`src/rtl/te_radio_seq.sv`:
```
// Radio session sequencer: waits for PLL lock, ramps the radio up, holds it
// active until stopped, and flags settle timeouts and PLL loss as one-cycle pulses.
module te_radio_seq #(
    parameter int CNT_W = 8
) (
    input  logic             ck,
    input  logic             arst,
    input  logic             startReq,
    input  logic             stopReq,
    input  logic             rxMode,
    input  logic             pllSettled,
    input  logic             isolate,
    input  logic [CNT_W-1:0] rampCycles,
    input  logic [CNT_W-1:0] settleTimeout,
    output logic             radioEnable,
    output logic             radioRxEn,
    output logic             busy,
    output logic             timeoutErr,
    output logic             pllLostErr
);

    localparam logic [2:0] S_IDLE     = 3'd0;
    localparam logic [2:0] S_WAIT_PLL = 3'd1;
    localparam logic [2:0] S_RAMP     = 3'd2;
    localparam logic [2:0] S_ACTIVE   = 3'd3;
    localparam logic [2:0] S_STOP     = 3'd4;

    logic [2:0]       state_reg, state_next;
    logic [CNT_W-1:0] cnt_reg, cnt_next;
    logic             rx_mode_reg, rx_mode_next;
    logic             timeout_err_reg, timeout_err_next;
    logic             pll_lost_reg, pll_lost_next;

    logic [CNT_W-1:0] cnt_inc;
    logic [CNT_W-1:0] ramp_last;
    logic             timeout_hit;
    logic             radio_on;

    // Config inputs are compared live, so a mid-state change applies on the next compare.
    assign cnt_inc     = (&cnt_reg) ? cnt_reg : cnt_reg + CNT_W'(1);
    assign ramp_last   = (rampCycles == '0) ? '0 : rampCycles - CNT_W'(1);
    assign timeout_hit = (settleTimeout != '0) && (cnt_reg == settleTimeout - CNT_W'(1));

    always_comb begin
        state_next       = state_reg;
        cnt_next         = cnt_reg;
        rx_mode_next     = rx_mode_reg;
        timeout_err_next = 1'b0;
        pll_lost_next    = 1'b0;
        case (state_reg)
            S_IDLE: begin
                if (startReq) begin
                    state_next   = S_WAIT_PLL;
                    cnt_next     = '0;
                    rx_mode_next = rxMode;
                end
            end
            S_WAIT_PLL: begin
                // Lock beats a same-cycle timeout; an explicit abort beats both.
                if (stopReq) begin
                    state_next = S_IDLE;
                    cnt_next   = '0;
                end else if (pllSettled) begin
                    state_next = S_RAMP;
                    cnt_next   = '0;
                end else if (timeout_hit) begin
                    state_next       = S_IDLE;
                    cnt_next         = '0;
                    timeout_err_next = 1'b1;
                end else begin
                    cnt_next = cnt_inc;
                end
            end
            S_RAMP: begin
                if (!pllSettled) begin
                    state_next    = S_IDLE;
                    cnt_next      = '0;
                    pll_lost_next = 1'b1;
                end else if (stopReq) begin
                    state_next = S_IDLE;
                    cnt_next   = '0;
                end else if (cnt_reg == ramp_last) begin
                    state_next = S_ACTIVE;
                    cnt_next   = '0;
                end else begin
                    cnt_next = cnt_inc;
                end
            end
            S_ACTIVE: begin
                if (!pllSettled) begin
                    state_next    = S_IDLE;
                    pll_lost_next = 1'b1;
                end else if (stopReq) begin
                    state_next = S_STOP;
                end
            end
            S_STOP: begin
                state_next = S_IDLE;
            end
            default: begin
                state_next = S_IDLE;
                cnt_next   = '0;
            end
        endcase
    end

    always_ff @(posedge ck) begin
        if (arst) begin
            state_reg       <= S_IDLE;
            cnt_reg         <= '0;
            rx_mode_reg     <= 1'b0;
            timeout_err_reg <= 1'b0;
            pll_lost_reg    <= 1'b0;
        end else begin
            state_reg       <= state_next;
            cnt_reg         <= cnt_next;
            rx_mode_reg     <= rx_mode_next;
            timeout_err_reg <= timeout_err_next;
            pll_lost_reg    <= pll_lost_next;
        end
    end

    // Isolation clamps only the radio enables; session state keeps running underneath.
    assign radio_on    = (state_reg == S_RAMP) || (state_reg == S_ACTIVE) || (state_reg == S_STOP);
    assign radioEnable = radio_on && !isolate;
    assign radioRxEn   = (state_reg == S_ACTIVE) && rx_mode_reg && !isolate;
    assign busy        = (state_reg != S_IDLE);
    assign timeoutErr  = timeout_err_reg;
    assign pllLostErr  = pll_lost_reg;

endmodule

```
`config.mk`:
```
export PLATFORM = sky130hd
export DESIGN_NAME = te_radio_seq
export DESIGN_NICKNAME = d
export VERILOG_FILES = /design/src/rtl/te_radio_seq.sv
export SDC_FILE = /design/constraint.sdc
export NUM_CORES = 1
export LEC_CHECK = 0
export CORE_MARGIN = 2
export CORE_UTILIZATION = 25
export DETAILED_ROUTE_END_ITERATION = 8
export SYNTH_ARGS = -nofsm -noshare
export SYNTH_HDL_FRONTEND = slang
export SYNTH_SLANG_ARGS = --single-unit
export TNS_END_PERCENT = 50
```
`constraint.sdc`:
```
create_clock -name ck -period 3.9 [get_ports ck]
set_clock_uncertainty 0.15 [all_clocks]
set_input_delay 0.78 -clock ck [delete_from_list [all_inputs] [get_ports ck]]
set_output_delay 0.78 -clock ck [all_outputs]
set_load 0.01 [all_outputs]
```
## Word level (Yosys, flattened, before mapping)

Index checks and enable logic that the tools add are counted.

| storage, ports and cells | value |
|---|---|
| bits of input ports | 23 |
| output and inout bits | 5 |
| register bits | 14 |

| cells by class | value |
|---|---|
| reductions and logical operators | 19 |
| equal/unequal tests | 10 |
| mux-type cells | 22 |
| bitwise gates (word level) | 3 |
| add/sub/neg operators | 3 |

Operator list:

| kind | number |
|---|---|
| 2-to-1 mux 8 bit | 9 |
| one-hot mux 8 bit (4 select lines) | 1 |
| 2-to-1 mux 3 bit | 9 |
| == test 8 bit | 2 |
| subtractor 8 x 1 -> 8 bit, second input constant | 2 |
| one-hot mux 3 bit (4 select lines) | 1 |
| adder 8 x 1 -> 8 bit, second input constant | 1 |
| logical NOT 8 bit | 1 |
| inequality test 4 bit, second input constant | 2 |
| AND reduction 8 bit | 1 |
| nonzero test 8 bit | 1 |
| == test 3 x 2 -> 1 bit, second input constant | 2 |
| OR reduction 2 bit | 3 |
| logical AND 1 bit | 4 |
| AND reduction 2 bit | 2 |
| AND reduction 4 bit | 1 |
| OR reduction 4 bit | 1 |
| == test 3 x 1 -> 1 bit, second input constant | 1 |
| == test 3 bit, second input constant | 1 |
| logical NOT 3 bit | 1 |
| inequality test 3 bit, second input constant | 1 |
| NOT 1 bit | 3 |
| nonzero test 3 bit | 1 |
| logical OR 1 bit | 2 |
| other kinds (3) | 4 |

## Longest topological paths before layout

| depth | value |
|---|---|
| depth after elaboration | 7 |
| depth in mapped cells | 11 |
| mapped depth without buffers | 10 |

## Worst setup path after synthesis

No wires, ideal clock.

| timing | value |
|---|---|
| kind | input to register |
| start | input port rampCycles[1] |
| end | register state_reg[0] |
| path buffers | 1 |
| cell stages on the path | 9 |
| setup slack | 0.959 ns |
| arrival | 2.720 ns |
| data required time | 3.679 ns |
| library setup time | 0.071 ns |
| path through | or4_4 > or4_4 > nand3_2 > and4b_1 > a31oi_1 > a21o_1 > buf_6 > a211o_1 > a21oi_1 |

| between the ends | value |
|---|---|
| longest elaborated chain between the ends | 5 |
| elaborated cells on any way between the ends | 6 |
| classes of those cells | 1 x add/sub; 2 x eq/ne; 1 x mux; 2 x reduce/logical |

Ends and longest elaborated chain:

| item | RTL line | source |
|---|---|---|
| from (decl) | 13 | `input logic [CNT_W-1:0] rampCycles,` |
| subtractor 8 x 1 -> 8 bit or logical NOT 8 bit (tied branches) | 41 | `assign ramp_last = (rampCycles == '0) ? '0 : rampCycles - CNT_W'(1);` |
| 2-to-1 mux 8 bit * | 41 |  |
| == test 8 bit * | 82 | `end else if (cnt_reg == ramp_last) begin` |
| inequality test 4 bit (no line) * | -- |  |
| AND reduction 4 bit (no line) * | -- |  |
| to (signal assigned) | 115 | `state_reg <= state_next;` |
| to (decl) | 28 | `logic [2:0] state_reg, state_next;` |

Mark *: on every way between the ends. The rest lies on a longest branch, timed or not.
A chain may end at the register's enable or synchronous reset.

## Worst setup path after layout

| timing | value |
|---|---|
| start | input port rampCycles[1] |
| end | register cnt_reg[0] |

| between the ends | value |
|---|---|
| longest elaborated chain between the ends | 7 |
| elaborated cells on any way between the ends | 8 |
| classes of those cells | 1 x add/sub; 1 x eq/ne; 5 x mux; 1 x reduce/logical |

Ends and longest elaborated chain:

| item | RTL line | source |
|---|---|---|
| subtractor 8 x 1 -> 8 bit or logical NOT 8 bit (tied branches) | 41 |  |
| 2-to-1 mux 8 bit * | 41 |  |
| == test 8 bit * | 82 |  |
| 2-to-1 mux 8 bit * | 82 |  |
| 2-to-1 mux 8 bit * | 79 | `end else if (stopReq) begin` |
| 2-to-1 mux 8 bit * | 75 | `if (!pllSettled) begin` |
| one-hot mux 8 bit (4 select lines) * | 50 | `case (state_reg)` |
| to (signal assigned) | 116 | `cnt_reg <= cnt_next;` |
| to (decl) | 29 | `logic [CNT_W-1:0] cnt_reg, cnt_next;` |

Marked as above.

==> qor.yml <==
global_routing:
  grt_pass1_wl_mm: 5.14
  gr-total-overflow: 0
  grt_start_max_net_pins: 14
  gr-usage-all-layers_pct: 10.6
  grt_pass1_vias: 1138
  antenna_found_initial: 0
clock_tree:
  clockRootBuffer: "clkbuf_8"
  clkSlewWorstSetupHoldPaths_ps: 60
  cts_setup_buffers: 0
  cts_buffers: 3
  clk_latency_ps: 250
  htreeDepth: 1
  cts_resized: 0
  cts_tree: "yes"
  cts_max_path_buffers: 2
  holdBufCountCts: 0
  clock_sinks: 14
sta:
  max_freq_mhz: 286
  hold_violations: 0
  relSlewSlack_pct: 66.1
  slew_viol_final: 0
  worstMarginPinSlew_ps: 504
  fin_crit_sh_pct: 89.8
  setup_viol: 0
  min_period_ps: 3500
  finalSetupTns_ps: 0
  rsz0062_at_grt: "false"
synth:
  ys_warn_count: 0
  ys_ff_latch: 14
  async_flop_share_pct: 0
  syn_area_um2: 1290
  synth_edf_count: 0
  synth-seq-area-share_pct: 21.7
  syn-instance-count: 172
  syn_area_per_cell_um2: 7.51
  postSynthNetCount: 198
  yosysUniqueCellTypes: 45
  synth_ff_type: "dfxtp_1"
placement:
  gp_congestion: 0.823
  io_buffers: 27
  dp.final_hpwl_mm: 2.36
  placed_cells: 263
die:
  std_cell_rows: 26
  dieArea_um2: 5760
  core_area_um2: 5040
  die_x_um: 75.9
  fp.dieH_um: 75.9
  top_level_ports: 28
  start_util_pct: 25.6
final_layout:
  nets: 224
  most-common-layout-cells: "27 x clkdlybuf4s50_1, 14 x nand2_1, 14 x dfxtp_1, 12 x a21oi_1"
  largest_register_ffs: 8
  antennaDiodeCount: 0
  post-route-util_pct: 33.3
  drive_gt1_share_pct: 6.60
  instances_no_fill: 267
  area_delta_synth_final_pct: 29.9
  final_common_cell: "clkdlybuf4s50_1"
power:
  ir_drop_mv: 0.0935
  p_per_area_nw_per_um2: 232
  p_leak_nw: 0.616
  power_mw: 0.390
detailed_routing:
  vias_per_cell: 4.88
  met1_length_mm: 1.53
  drt_iter0_drc: 47
  wire_per_inst_um: 11.3
  dr.pass1.iters: 4
  wl_met2_mm: 1.30
  vias: 1302
  highest_layer: "met4"
  ant_nets: 0
  routed_wirelength_mm: 3.01
  dr_wl_met3_um: 135
  drc: 0
worst_setup_path:
  path_class: "in -> reg"
  start_kind: "input pin"
  crit_fanout: 12
  crit_required_ps: 3890
  worst_setup_path_end_kind: "register"
  arrival_ps: 3490
flow_run:
  maxCapViolCount: 0
min_path:
  hold_class: "reg -> reg"
outcome:
  status: "complete, no violations"
## final timing paths
kind | startpoint | to | slack, ps | cells after the start
setup / recovery | rampCycles[1] | cnt_reg[0] | 400 | 11
hold / removal | rx_mode_reg | rx_mode_reg | 340 | 2
setup reg to reg | cnt_reg[4] | cnt_reg[0] | 1480 | 7
hold reg to reg | rx_mode_reg | rx_mode_reg | 340 | 2
## Yosys cell counts (4+ instances only)
library cell  instances  area, um^2
nand2_1              14        52.6
xnor2_1               8        70.1
or3_1                 4        25.0
nor4_1                4        25.0
nand3_1               4        20.0
a21oi_1              12        60.1
nor3b_1               4        30.0
xor2_1                8        70.1
dfxtp_1              14         280
nand4_1               5        31.3
nand2b_1              7        43.8
inv_1                 9        33.8
o21ai_0               6        30.0
nor3_1               10        50.1
nor2_1               10        37.5
clkbuf_1              6        22.5
mux2i_1               4        40.0
## per-layer routing
layer | vias to the layer above | track usage (%)
li1 | 678 | -
met1 | 591 | 14.4
met2 | 28 | 16.6
met3 | 5 | 2.14
met4 | 0 | 3.82
met5 | - | 0
## critical path, stage by stage
cell and delay [ps]:
clkdlybuf4s50_1 460, inv_1 80, ha_1 250, nor3b_1 350
nand2_1 170, a211o_1 290, a22oi_1 200, a31oi_1 110
a21o_1 280, a31o_2 290, a22o_1 230
## cells by family after synthesis
group / count (synthesis) / synth area share (%)
AND/OR/NAND/NOR: 81 / 36.6
AO/OA/AOI/OAI: 38 / 19.7
XOR/XNOR: 16 / 10.8
buffers and inverters: 16 / 5.23
flip-flops: 14 / 21.7
multiplexers: 4 / 3.10
adder cells (fa/ha/maj): 3 / 2.90
## per-stage QoR
step,hold WS [ps],setup WS [ps],area (um^2)
2_1_floorplan,305,959,1290
3_3_place_gp,329,235,1620
3_5_place_dp,337,160,1620
4_1_cts,350,417,1680
5_1_grt,400,156,1680
6_report,338,398,1680
## where the power goes
group          total [mW]  internal [mW]  switching (mW)
logic               0.100         0.0536          0.0465
registers           0.151          0.146         0.00476
clock network       0.139         0.0893          0.0496
## final cells by class
cell class                 instances  area, um^2
fill                             545        3360
multi-input combinational        142         945
sequential                        14         280
timing repair buffer              28         278
tap                               70        87.6
clock buffer                       4        55.1
inverter                           9        33.8
Power figures use the tool's default switching activity.
